**src/rtl/tanh_act_pkg.sv**
```systemverilog
// Shared constants and types for the tanh activation input quantiser.
package tanh_act_pkg;

   localparam int ACT_W    = 4;
   localparam int ACT_MIN  = -8;
   localparam int ACT_MAX  = 7;
   localparam int SATCNT_W = 16;

   typedef logic signed [ACT_W-1:0] act_code_t;

endpackage

```
**src/rtl/tanh_in_quant_4bit_if.sv**
```systemverilog
// Streaming bus of the tanh input quantiser: accumulator words in, 4-bit codes out.
interface tanh_in_quant_4bit_if #(
   parameter int ACC_W = 16
);

   logic                            in_valid;
   logic                            in_ready;
   logic [ACC_W-1:0]                in_data;
   logic                            out_valid;
   logic                            out_ready;
   logic [tanh_act_pkg::ACT_W-1:0]  out_data;
   logic                            out_sat;

   modport slave (
      input  in_valid, in_data, out_ready,
      output in_ready, out_valid, out_data, out_sat
   );

   modport master (
      output in_valid, in_data, out_ready,
      input  in_ready, out_valid, out_data, out_sat
   );

endinterface

```
**src/rtl/tanh_quant_stage.sv**
```systemverilog
// One-word valid/ready register slice; loads when empty or when its word leaves.
module tanh_quant_stage #(
   parameter int W = 8
) (
   input  logic         clk,
   input  logic         rst,
   input  logic         in_valid,
   output logic         in_ready,
   input  logic [W-1:0] in_data,
   output logic         out_valid,
   input  logic         out_ready,
   output logic [W-1:0] out_data
);

   assign in_ready = !out_valid || out_ready;

   always_ff @(posedge clk) begin
      if (rst) begin
         out_valid <= 1'b0;
         out_data  <= '0;
      end else if (in_ready) begin
         out_valid <= in_valid;
         if (in_valid) begin
            out_data <= in_data;
         end
      end
   end

endmodule

```
**src/rtl/tanh_in_quant_4bit.sv**
```systemverilog
// Two-stage round/shift then saturate quantiser feeding the tanh In[3:0] bus.
// Optional saturation counter enabled by macro TANH_QUANT_SATCNT_EN.
module tanh_in_quant_4bit
   import tanh_act_pkg::*;
#(
   parameter int ACC_W = 16,
   parameter int SHIFT = 4
) (
   input  logic                 clk,
   input  logic                 rst,
   tanh_in_quant_4bit_if.slave  bus,
   input  logic                 sat_clr,
   output logic [SATCNT_W-1:0]  sat_count
);

   localparam logic signed [ACC_W:0] HALF  = (ACC_W+1)'(2 ** (SHIFT-1));
   localparam logic signed [ACC_W:0] R_MIN = (ACC_W+1)'(ACT_MIN);
   localparam logic signed [ACC_W:0] R_MAX = (ACC_W+1)'(ACT_MAX);

   logic signed [ACC_W:0] rnd_sum;
   logic signed [ACC_W:0] r_in;
   logic signed [ACC_W:0] r_s1;
   logic [ACC_W:0]        s1_data;
   logic                  s1_in_ready;
   logic                  s1_valid;
   logic                  s2_in_ready;
   logic                  sat_lo;
   logic                  sat_hi;
   act_code_t             code;
   logic [ACT_W:0]        s2_data;
   logic                  s2_valid;

   // One extra bit of headroom keeps the rounding add from overflowing.
   always_comb begin
      rnd_sum = $signed({bus.in_data[ACC_W-1], bus.in_data}) + HALF;
      r_in    = rnd_sum >>> SHIFT;
   end

   tanh_quant_stage #(.W(ACC_W+1)) u_stage_round (
      .clk       (clk),
      .rst       (rst),
      .in_valid  (bus.in_valid),
      .in_ready  (s1_in_ready),
      .in_data   (r_in),
      .out_valid (s1_valid),
      .out_ready (s2_in_ready),
      .out_data  (s1_data)
   );

   assign r_s1 = $signed(s1_data);

   always_comb begin
      sat_lo = r_s1 < R_MIN;
      sat_hi = r_s1 > R_MAX;
      code   = act_code_t'(r_s1[ACT_W-1:0]);
      if (sat_lo) begin
         code = act_code_t'(ACT_MIN);
      end else if (sat_hi) begin
         code = act_code_t'(ACT_MAX);
      end
   end

   tanh_quant_stage #(.W(ACT_W+1)) u_stage_sat (
      .clk       (clk),
      .rst       (rst),
      .in_valid  (s1_valid),
      .in_ready  (s2_in_ready),
      .in_data   ({sat_lo || sat_hi, code}),
      .out_valid (s2_valid),
      .out_ready (bus.out_ready),
      .out_data  (s2_data)
   );

   assign bus.in_ready  = !rst && s1_in_ready;
   assign bus.out_valid = s2_valid;
   assign bus.out_data  = s2_data[ACT_W-1:0];
   assign bus.out_sat   = s2_data[ACT_W];

`ifdef TANH_QUANT_SATCNT_EN
   logic [SATCNT_W-1:0] sat_cnt_q;

   // Clear has priority over a same-cycle saturated transfer; count sticks at all-ones.
   always_ff @(posedge clk) begin
      if (rst || sat_clr) begin
         sat_cnt_q <= '0;
      end else if (s2_valid && bus.out_ready && s2_data[ACT_W] && (sat_cnt_q != '1)) begin
         sat_cnt_q <= sat_cnt_q + 1'b1;
      end
   end

   assign sat_count = sat_cnt_q;
`else
   logic sat_clr_unused;

   assign sat_clr_unused = sat_clr;
   assign sat_count      = '0;
`endif

endmodule

```
**src/flat_wrapper.sv**
```systemverilog
// flat-port wrapper written by rule: the top's interface ports become plain ports
module tanh_in_quant_4bit_flat import tanh_act_pkg::*;
#(
   parameter int ACC_W = 16,
   parameter int SHIFT = 4
)
  (clk, rst, sat_clr, sat_count, bus_in_valid, bus_in_data, bus_out_ready, bus_in_ready, bus_out_valid, bus_out_data, bus_out_sat);
  tanh_in_quant_4bit_if #(.ACC_W(ACC_W)) bus_i ();
  input  logic clk;
  input  logic rst;
  input  logic sat_clr;
  output logic [SATCNT_W-1:0] sat_count;
  input wire logic [$bits(bus_i.in_valid)-1:0] bus_in_valid;
  input wire logic [$bits(bus_i.in_data)-1:0] bus_in_data;
  input wire logic [$bits(bus_i.out_ready)-1:0] bus_out_ready;
  output wire logic [$bits(bus_i.in_ready)-1:0] bus_in_ready;
  output wire logic [$bits(bus_i.out_valid)-1:0] bus_out_valid;
  output wire logic [$bits(bus_i.out_data)-1:0] bus_out_data;
  output wire logic [$bits(bus_i.out_sat)-1:0] bus_out_sat;
  assign bus_i.in_valid = bus_in_valid;
  assign bus_i.in_data = bus_in_data;
  assign bus_i.out_ready = bus_out_ready;
  assign bus_in_ready = bus_i.in_ready;
  assign bus_out_valid = bus_i.out_valid;
  assign bus_out_data = bus_i.out_data;
  assign bus_out_sat = bus_i.out_sat;
  tanh_in_quant_4bit #(.ACC_W(ACC_W), .SHIFT(SHIFT)) u_core (.clk(clk), .rst(rst), .bus(bus_i), .sat_clr(sat_clr), .sat_count(sat_count));
endmodule
```
**config.mk**
```make
export PLATFORM = sky130hd
export DESIGN_NAME = tanh_in_quant_4bit_flat
export DESIGN_NICKNAME = d
export VERILOG_FILES = /design/src/rtl/tanh_act_pkg.sv /design/src/rtl/tanh_in_quant_4bit_if.sv /design/src/rtl/tanh_quant_stage.sv /design/src/rtl/tanh_in_quant_4bit.sv /design/src/flat_wrapper.sv
export SDC_FILE = /design/constraint.sdc
export NUM_CORES = 1
export LEC_CHECK = 0
export BUFFER_PORTS_ARGS = -buffer_cell sky130_fd_sc_hd__clkbuf_2
export CELL_PAD_IN_SITES_DETAIL_PLACEMENT = 2
export CELL_PAD_IN_SITES_GLOBAL_PLACEMENT = 2
export CORE_MARGIN = 2
export CORE_UTILIZATION = 27
export DETAILED_ROUTE_END_ITERATION = 8
export GPL_ROUTABILITY_DRIVEN = 0
export PLACE_DENSITY = 0.75
export SLEW_MARGIN = 5
export SYNTH_ARGS = -nofsm -noshare
export SYNTH_HDL_FRONTEND = slang
export SYNTH_SLANG_ARGS = --single-unit
```
**constraint.sdc**
```tcl
create_clock -name clk -period 1.3 [get_ports clk]
set_input_delay 0.13 -clock clk [delete_from_list [all_inputs] [get_ports clk]]
set_output_delay 0.13 -clock clk [all_outputs]
set_load 0.01 [all_outputs]
```
======== Word-level counts from Yosys, hierarchy flattened ========
Cells that the tools add are included.
cells by class
  add/subtract/negate cells ............... 1
  magnitude comparators ................... 2
  multiplexer cells ....................... 2
  reduce and logical (&&, ||, !) cells .... 9
operators by type and width
  kind                                                 number
  adder 16 x 5 -> 17 bit, second input constant        1
  > comparator 13 x 4 -> 1 bit, second input constant  1
  < comparator 13 x 4 -> 1 bit, second input constant  1
  two-way mux 4 bit                                    2
  AND reduction 2 bit                                  2
  logical NOT 1 bit                                    3
  logical OR 1 bit                                     3
  logical AND 1 bit                                    1
storage, ports and cells
  register bits ........................... 20
  bits of input ports ..................... 21
  output and inout bits ................... 23
  word-level logic and storage cells ...... 18

======== Depth between registers and ports, before layout ========
  depth after elaboration ................. 4
  depth in mapped cells ................... 6
  depth with buffers taken out ............ 5

======== Modules after synthesis ========
Synthesis repeated with hierarchy kept, for this count alone.
unflattened totals
  cell total of the unflattened synthesis .. 172
  area, all modules ....................... 1,584.0 um^2
by module, submodules not included
  module                                   instances  cells an instance  area an instance (um^2)
  tanh_quant_stage (u_core.u_stage_round)  1          82                 834.6
  tanh_in_quant_4bit                       1          64                 490.5
  tanh_quant_stage (u_core.u_stage_sat)    1          26                 259.0

======== Least setup slack after synthesis ========
OpenSTA, ideal clock, no wires.
  path type ............................... reg-to-reg
  from .................................... reg u_core.u_stage_round.out_valid
  to ...................................... reg u_core.u_stage_round.out_data[9]
  setup time .............................. 0.086 ns
  arrival ................................. 1.124 ns
  required time ........................... 1.214 ns
  path slack .............................. 0.090 ns
  stages on the path, launching flop included .. 7
  buffers on the path ..................... 2
  clock period less this slack ............ 1.210 ns
  path through ............................ dfxtp_1 > and3b_1 > nor2b_1 > buf_4 > buf_4 > nor2_1 > a211oi_1
between the ends
  longest elaborated chain between the ends .. 3
ends and longest elaborated chain
  item                                  RTL line                text
  start: declaration                    tanh_quant_stage.sv:10  output logic out_valid,
  start signal: assignment              tanh_quant_stage.sv:22  out_valid <= in_valid;
  logical NOT 1 bit                     tanh_quant_stage.sv:15  assign in_ready = !out_valid || out_ready;
  logical OR 1 bit                      tanh_quant_stage.sv:15
  AND reduction 2 bit (no source line)  -
  end signal: assignment                tanh_quant_stage.sv:24  out_data <= in_data;
  end: declaration                      tanh_quant_stage.sv:12  output logic [W-1:0] out_data
Every way passes these cells.
A chain may end at the register's enable or synchronous reset.

======== Worst setup path in the final report ========
  from .................................... reg u_core.u_stage_round.out_data[10]
  to ...................................... reg u_core.u_stage_sat.out_data[2]
between the ends
  longest elaborated chain between the ends .. 3
ends and longest elaborated chain
  item                          RTL line                  text
  > comparator 13 x 4 -> 1 bit  tanh_in_quant_4bit.sv:54  sat_hi = r_s1 > R_MAX;
  two-way mux 4 bit             tanh_in_quant_4bit.sv:58  end else if (sat_hi) begin
  two-way mux 4 bit *           tanh_in_quant_4bit.sv:56  if (sat_lo) begin
  end signal: assignment        tanh_quant_stage.sv:24
  end: declaration              tanh_quant_stage.sv:12
Mark *: on every way between the ends. The rest lies on a longest branch, timed or not.

==> results.sh <==
export IMPL_std_cell_rows=23
export IMPL_synth_avg_cell_area_sq_um=8.618
export IMPL_critical_path_class="flip-flop to flip-flop"
export IMPL_hold_viol=0
export IMPL_ys_flop_type="dfxtp_1"
export IMPL_layout_drive_gt1_share_pct=36.69
export IMPL_ys_warn_count=0
export IMPL_worstSkewPairLatency_ns=0.26
export IMPL_r2r_start="u_core.u_stage_round.out_data[10]"
export IMPL_cp_slowest_cell="dfxtp_2"
export IMPL_critPathMaxStageDelay_ns=0.35
export IMPL_hp_start="bus_in_valid"
export IMPL_synth_edf_count=0
export IMPL_netlist_top_cells_area="dfxtp_1 35%, buf_4 12%, xnor2_1 6.8%, nor2_1 6.2%, a211oi_1 5.9%"
export IMPL_grt_pass1_wl_microns=4912
export IMPL_start_util_pct=28.46
export IMPL_cts_tree="yes"
export IMPL_h_tree_depth=1
export IMPL_ant_nets=0
export IMPL_diodes=0
export IMPL_yosysTopAreaCellShare_pct=34.67
export IMPL_route_detailed_drc=0
export IMPL_synth_most_common_cell="dfxtp_1"
export IMPL_fin_tns_setup_ns=-0.01765
export IMPL_cts_clk_slew_worst_paths_ns=0.08
export IMPL_seq_area_sq_um=405.4
export IMPL_yosys_register_bits=20
export IMPL_syn_inst=134
export IMPL_track_usage_pct=12.75
export IMPL_die_area_sq_mm=0.004816
export IMPL_async_reset_ff_share_pct=0
export IMPL_drt_iter0_markers=31
export IMPL_worst_slack_ns=-0.01765
export IMPL_fillers=468
export IMPL_rsz0062_at_grt="yes"
export IMPL_cp_startpoint="u_core.u_stage_round.out_data[10]"
export IMPL_post_drt_via_cell_ratio=4.648
export IMPL_fin_crit_sh_pct=101.4
export IMPL_routed_wirelength_microns=3241
export IMPL_fp_dieW_microns=69.40
export IMPL_worst_setup_path_start_kind="flip-flop"
export IMPL_maxSlewViolCount=0
export IMPL_endpoint_kind="flip-flop"
export IMPL_antenna_found_initial=0
export IMPL_leakagePower_nw=0.6139
export IMPL_grt_start_max_net_pins=26
export IMPL_grt_pass1_vias=1058
export IMPL_crit_chain="nand4_1 -> o31ai_2 -> nand3_2 -> a221oi_2"
export IMPL_max_freq_ghz=0.7589
export IMPL_violations="setup timing"
export IMPL_ys_types=32
export IMPL_clock_root_buffer="clkbuf_8"
export IMPL_synth_common_cells="20 x dfxtp_1, 19 x nor2_1, 18 x buf_4"
export IMPL_io_pins=44
export IMPL_syn_area_sq_mm=0.001155
export IMPL_place_ws_ns=-0.1054
export IMPL_ys_seq_area_share_pct=34.67
export IMPL_final_area_sq_mm=0.001466
export IMPL_required_ns=1.48
export IMPL_via_count=1018
export IMPL_syn_to_final_growth_pct=26.98
export IMPL_skew_ns=0.003949
export IMPL_ir_worst_vdd_v=0.0003366
export IMPL_outcome="finished with violations"
export IMPL_p_total_mw=1.496
export IMPL_powerDensity_mw_per_mm2=1020
export IMPL_setup_viol=1
export IMPL_core_area_sq_mm=0.004058
export IMPL_holdBufCountCts=0
export IMPL_overflow=0
export IMPL_dieHeight_microns=69.40
export IMPL_final_min_clock_period_ns=1.318
export IMPL_wl_per_cell_microns=14.80
export IMPL_maxCapViolCount=0
export IMPL_synth_largest_area_cell="dfxtp_1"
export IMPL_hold_class="input port to flip-flop"
export IMPL_cts_max_path_buffers=2
export IMPL_dr_pass1_iters=4
export IMPL_worstPathArrival_ns=1.50
export IMPL_dpl_cell_area_sq_mm=0.001329
export IMPL_multiInputGateArea_sq_um=674.4
export IMPL_io_buffer_count=23
export IMPL_clock_sinks=20
export IMPL_hpwl_microns=2439
export IMPL_cts_buffers_inserted=3
export IMPL_critPathMaxFanout=4
export IMPL_nets=192
## stage by stage
step,hold WS [ns],std cells,util (%)
after floorplan,0.2507,149,-
after CTS,0.09181,215,34.41
final,0.1057,219,36.14
after global routing,0.1512,219,36.14
after global placement,0.3553,211,32.75
after detailed placement,0.3722,211,32.75
## layer usage
metal | GRT usage, % | routed length [microns]
met1 | 13.81 | 1346
met2 | 23.93 | 1726
met3 | 2.471 | 133
met4 | 5.229 | 35
met5 | 0 | 0
## final cells by class
cell class	count	share of cell area [%]
clock buffers	4	3.754
inverters	5	1.280
multi-input cells	103	45.99
flip-flops and latches	20	27.64
well taps	50	4.266
repair buffers	37	17.06
## flip-flops by register name (all words and copies together) (netlist names)
register and flops:
u_core.u_stage_round.out_data 13, u_core.u_stage_sat.out_valid 1, u_core.u_stage_round.out_valid 1, u_core.u_stage_sat.out_data 5
## cells by family after synthesis
| family | count (synthesis) | synth area share (%) |
|---|---|---|
| fa+ha+maj | 1 | 1.083 |
| buf+inv | 26 | 14.41 |
| flops | 20 | 34.67 |
| xor+xnor | 11 | 8.343 |
| compound gates | 25 | 16.79 |
| simple gates | 49 | 23.51 |
| other cells | 1 | 0.3247 |
| mux | 1 | 0.8668 |
## cells in the final DEF (no fill, tap or decap), types with 5 or more instances in the layout
cell type,count
nor2_1,19
buf_4,12
a21oi_1,7
dfxtp_1,16
inv_1,5
clkbuf_2,23
a211oi_1,9
conb_1,16
nand2_1,8
xnor2_1,9
## power breakdown
part / total (mW) / internal, mW / switching (mW)
logic: 0.320 / 0.141 / 0.179
clock network: 0.486 / 0.270 / 0.216
registers: 0.690 / 0.658 / 0.0314
total: 1.50 / 1.07 / 0.426
## critical path: cells and delay by family (launching register included)
family	cells	cell delay, ns
AO/OA/AOI/OAI	2	0.59
flip-flops	1	0.35
AND/OR/NAND/NOR	2	0.30
## worst paths after layout
| check | endpoint | slack (ns) | cells past startpoint |
|---|---|---|---|
| max reg2reg | u_core.u_stage_sat.out_data[2] | -0.02 | 4 |
| max | u_core.u_stage_sat.out_data[2] | -0.02 | 4 |
| min reg2reg | u_core.u_stage_sat.out_data[3] | 0.46 | 2 |
| min | u_core.u_stage_round.out_valid | 0.11 | 3 |
## repair_timing
action,CTS,global route
gates resized for setup,3,7
pin swaps,2,5
hold endpoints to repair,0,0
gates cloned,0,1
setup endpoints to repair,12,13
setup buffers,0,3
No activity file was read; power rests on OpenSTA's default activity.
